File: src/rtl/mems_uart_pkg.sv
// mems_uart_pkg: shared widths, FSM encoding and default gap for the MEMS UART scheduler
package mems_uart_pkg;
  localparam int WORD_W = 16;
  localparam int BYTE_W = 8;
  localparam int GAP_CYCLES_DEF = 16;
  typedef enum logic [1:0] {
    IDLE    = 2'd0,
    SEND_HI = 2'd1,
    SEND_LO = 2'd2,
    GAP     = 2'd3
  } state_t;
endpackage

File: src/rtl/mems_rr_arbiter.sv
// mems_rr_arbiter: round-robin select with a registered rotating priority pointer
module mems_rr_arbiter #(
  parameter int NREQ = 4,
  parameter int IDW = $clog2(NREQ)
) (
  input  logic            sclk,
  input  logic            rst_n,
  input  logic [NREQ-1:0] req,
  input  logic            adv,
  output logic [NREQ-1:0] grant_next,
  output logic [IDW-1:0]  idx
);
  logic [IDW-1:0] ptr;
  logic [IDW-1:0] j;
  // first set request at or above the pointer, wrapping; scanned downward so the nearest wins
  always_comb begin
    idx = '0;
    j = '0;
    for (int k = NREQ - 1; k >= 0; k--) begin
      j = IDW'((int'(ptr) + k) % NREQ);
      if (req[j]) idx = j;
    end
    grant_next = |req ? NREQ'(1) << idx : '0;
  end
  // pointer moves just past the winner whenever a grant is taken
  always_ff @(posedge sclk) begin
    if (!rst_n) ptr <= '0;
    else if (adv) ptr <= (idx == IDW'(NREQ - 1)) ? '0 : idx + 1'b1;
  end
endmodule

File: src/rtl/mems_uart_tx_sched.sv
// mems_uart_tx_sched: round-robin scheduler sending 16-bit words as two UART bytes with an idle gap
module mems_uart_tx_sched
  import mems_uart_pkg::*;
#(
  parameter int NREQ = 4,
  parameter int GAP_CYCLES = GAP_CYCLES_DEF,
  parameter int GAP_W = 8
) (
  input  logic                    sclk,
  input  logic                    rst_n,
  input  logic [NREQ-1:0]         req,
  input  logic [NREQ*WORD_W-1:0]  req_data,
  output logic [NREQ-1:0]         grant,
  output logic [BYTE_W-1:0]       byte_data,
  output logic                    byte_valid,
  input  logic                    byte_ready,
  output logic                    busy,
  output logic [$clog2(NREQ)-1:0] cur_id,
  output logic [15:0]             words_sent
);
  localparam int IDW = $clog2(NREQ);
  localparam logic [GAP_W-1:0] GAP_LOAD = GAP_W'(GAP_CYCLES > 0 ? GAP_CYCLES - 1 : 0);
  state_t state, state_n;
  logic adv;
  logic [NREQ-1:0] grant_next;
  logic [IDW-1:0] idx;
  logic [WORD_W-1:0] sel_word;
  logic [BYTE_W-1:0] lo_byte;
  logic [GAP_W-1:0] gap_cnt;
  assign adv = (state == IDLE) && |req;
  assign sel_word = req_data[WORD_W*int'(idx) +: WORD_W];
  mems_rr_arbiter #(.NREQ(NREQ)) u_arb (
    .sclk(sclk),
    .rst_n(rst_n),
    .req(req),
    .adv(adv),
    .grant_next(grant_next),
    .idx(idx)
  );
  // next state: a byte leaves only on valid && ready, the gap ends when the counter hits zero
  always_comb begin
    state_n = state;
    case (state)
      IDLE:    state_n = |req ? SEND_HI : IDLE;
      SEND_HI: state_n = byte_ready ? SEND_LO : SEND_HI;
      SEND_LO: state_n = !byte_ready ? SEND_LO : (GAP_CYCLES > 0 ? GAP : IDLE);
      GAP:     state_n = (gap_cnt == '0) ? IDLE : GAP;
      default: state_n = IDLE;
    endcase
  end
  // registered outputs; the low byte is captured at grant so later req_data changes cannot leak in
  always_ff @(posedge sclk) begin
    if (!rst_n) begin
      state <= IDLE;
      grant <= '0;
      byte_data <= '0;
      byte_valid <= 1'b0;
      busy <= 1'b0;
      cur_id <= '0;
      words_sent <= '0;
      lo_byte <= '0;
      gap_cnt <= '0;
    end else begin
      state <= state_n;
      busy <= state_n != IDLE;
      grant <= adv ? grant_next : '0;
      if (adv) begin
        lo_byte <= sel_word[BYTE_W-1:0];
        byte_data <= sel_word[WORD_W-1:BYTE_W];
        byte_valid <= 1'b1;
        cur_id <= idx;
      end
      if (state == SEND_HI && byte_ready) byte_data <= lo_byte;
      if (state == SEND_LO && byte_ready) begin
        byte_valid <= 1'b0;
        words_sent <= words_sent + 1'b1;
        gap_cnt <= GAP_LOAD;
      end
      if (state == GAP) gap_cnt <= gap_cnt - 1'b1;
    end
  end
endmodule
File: config.mk
export PLATFORM = sky130hd
export DESIGN_NAME = mems_uart_tx_sched
export DESIGN_NICKNAME = d
export VERILOG_FILES = /design/src/rtl/mems_uart_pkg.sv /design/src/rtl/mems_rr_arbiter.sv /design/src/rtl/mems_uart_tx_sched.sv
export SDC_FILE = /design/constraint.sdc
export NUM_CORES = 1
export LEC_CHECK = 0
export BUFFER_PORTS_ARGS = -buffer_cell sky130_fd_sc_hd__buf_2
export CAP_MARGIN = 20
export CORE_MARGIN = 3
export CORE_UTILIZATION = 39
export DETAILED_ROUTE_END_ITERATION = 7
export HOLD_SLACK_MARGIN = 0.03
export MAX_ROUTING_LAYER = met4
export PLACE_DENSITY = 0.66
export SLEW_MARGIN = 10
export SYNTH_ARGS = -nofsm -noshare
export SYNTH_HDL_FRONTEND = slang
export SYNTH_HIERARCHICAL = 1
export SYNTH_SLANG_ARGS = --single-unit
File: constraint.sdc
create_clock -name sclk -period 5.7 [get_ports sclk]
set_input_delay 0.285 -clock sclk [delete_from_list [all_inputs] [get_ports sclk]]
set_output_delay 0.285 -clock sclk [all_outputs]
set_load 0.1 [all_outputs]
==> metrics.md <==
| Metric | Value |
|---|---|
| Worst setup EP type | `register` |
| Commonest non-fill, non-tap cell in the layout | `buf_2` |
| PortBufs | `102` |
| Vias in the first global route | `2,443` |
| Grt ovf | `0` |
| Pleak | `1.47 nW` |
| Rel. slew slack | `34.4%` |
| FF+latch area | `0.00104 mm^2` |
| CTS tree | `done` |
| H-tree depth | `2` |
| Vias per cell | `5.24` |
| Total design power | `1.25 mW` |
| Antenna Diode Count | `0` |
| CTS root buffer | `clkbuf_8` |
| Starting Density | `41.6%` |
| RSZ-0062 raised after global routing | `no` |
| Final hold vios | `0` |
| Status | `completed` |
| Max Freq | `0.404 GHz` |
| Post-synthesis sequential area ratio | `38.1%` |
| DRT iter0 DRCs | `105` |
| Multi-input logic area | `0.00159 mm^2` |
| Fin crit share | `43.4%` |
| Post-DP Area | `0.00329 mm^2` |
| Vias | `2,499` |
| DP HPWL | `5090 um` |
| Total CTS buffers | `5` |
| Final core utilization | `51.7%` |
| Maxcap violations | `0` |
| First-pass GRT wire length | `11,100 um` |
| Placed Cells | `469` |
| Post-synth cell types | `56` |
| Syn Nets | `371` |
| Min cycle time layout | `2.47 ns` |
| Clock skew | `0.00391 ns` |
| Routed len/inst | `13.9 um` |
| IO Pins | `103` |
| Most crowded layer after global routing | `met2` |
| Finished Layout Cells | `477` |
| Layout fillers | `624` |
| VDD IR max | `0.000249 V` |
| Worst-margin pin slew | `0.984 ns` |
| Die width | `89.7 um` |
| Full die area | `0.00805 mm^2` |
| Synth Instances | `293` |
| # DRC | `0` |
| 1st-pass router iterations | `4` |
| Worst skew pair latency | `0.30 ns` |
| Nets | `461` |
| Worst-path maximum fanout | `19` |
| Total Wirelength | `6650 um` |
| Crit Path Category | `reg2reg` |
| DP Worst Slack | `3.10 ns` |
| DIE HEIGHT | `89.7 um` |
| Mean Syn Cell Area | `9.33 um^2` |
| Hold WC Path Type | `in2reg` |
| Post-CTS sizing | `0` |
| Num Clock Sinks | `52` |
| GRT met3 Usage | `2.92%` |
| Core area | `0.00657 mm^2` |
| Crit start category | `register` |
| Pin count of the biggest net entering global routing | `28` |
| Routing usage on met2 | `28.4%` |
| Setup bufs post-CTS | `0` |
| Met1 Use GR | `21.1%` |
| Ys async rst share | `0%` |
| Yosys warning total | `6` |
| # rows | `29` |
| Final ANT Viol Nets | `0` |
| Final setup violating endpoints | `0` |
| Fraction of layout cells with a size suffix above 1 | `36.7%` |
| PD cells | `367 mW/mm^2` |
| RD Place Congestion | `0.840` |
| Number of flops mapped to enable cells by yosys | `0` |
| Initial antenna violation count | `0` |
| Area of the mapped netlist | `0.00273 mm^2` |
| GRT Total Usage | `16.9%` |
| TNS Setup | `0 ns` |
| Area growth syn-to-layout | `24.2%` |
| WP data arrival | `2.67 ns` |
| WHS | `0.345 ns` |
| CTS max path bufs | `2` |
| Top_reg_cell synth | `dfxtp_1` |
| Slew Viols, Final | `0` |
| CTS clk-pin slew, worst paths | `0.09 ns` |
| Flops & latches, synth | `52` |
| Final WS setup | `3.23 ns` |
| CTS Hold Bufs | `0` |
| Most frequent cells in the layout | `102 x buf_2, 52 x dfxtp_1, 39 x nand2_1, 27 x a21oi_1, 20 x nor2_1` |
| Worst Path Required | `5.90 ns` |
| Final Cell Area | `0.00340 mm^2` |
[final timing paths]
kind | startpoint | endpoint | slack [ns] | cells after the start
min reg2reg | byte_data[2]$_SDFFE_PN0P_ | byte_data[2]$_SDFFE_PN0P_ | 0.46 | 2
max | u_arb/ptr[0]$_SDFFE_PN0P_ | byte_data[3]$_SDFFE_PN0P_ | 3.23 | 6
max reg2reg | u_arb/ptr[0]$_SDFFE_PN0P_ | byte_data[3]$_SDFFE_PN0P_ | 3.23 | 6
min | rst_n | byte_valid$_SDFFE_PP0P_ | 0.34 | 2
[routing by layer]
metal / vias to the layer above / wire, um
met2: 95 / 3220
met3: 5 / 411
li1: 1247 / -
met5: - / 0
met1: 1152 / 2960
met4: 0 / 58
[critical path, cell delays in order (launching register included)]
cell and delay, ns:
dfxtp_1 0.41, nor2b_1 0.08, o21ai_2 0.18, o211a_1 0.83, mux4_2 0.61, o221ai_1 0.19, nor2_1 0.06
[report_power, final]
group	leakage (nW)	switching, mW	total [mW]	internal [mW]
logic	0.989	0.357	0.534	0.177
registers	0.425	0.0456	0.462	0.416
clock network	0.0552	0.119	0.250	0.130
[sequential cells by signal (all words and copies together) (netlist names)]
name        count
byte_valid      1
u_arb/ptr       2
lo_byte         8
byte_data       8
state           2
grant           4
words_sent     16
cur_id          2
busy            1
gap_cnt         8
[final cells by class]
class                      count  area share (%)
clock buffer                   6            2.14
multi-input combinational    215            46.8
timing repair buffer         103            15.3
inverter                       6           0.663
sequential                    52            30.7
clock inverter                 2            1.03
tap                           93            3.43
[cells by family (layout without fill, tap and decap cells)]
kind of cell    count (synthesis)  in the layout  share of synthesized area [%]
simple gates                  115            115                           21.9
compound gates                 63             63                           15.1
flops                          52             52                           38.1
buf+inv                        26            117                           3.75
mux                            20             20                           14.7
xor+xnor                       10             10                           3.20
fa+ha+maj                       7              7                           3.20
[cells in the mapped netlist, drive strengths merged, types with 6 or more instances]
cell	n	area share, %
a21oi	27	4.9
clkbuf	15	2.1
dfxtp	52	38
ha	7	3.2
inv	6	0.82
mux4	16	13
nand2	39	5.4
nand3	9	1.6
nor2	20	2.7
nor2b	10	2.4
nor3	7	1.3
o21ai	7	1.4
Note: power is estimated with default switching activity, not from simulation.
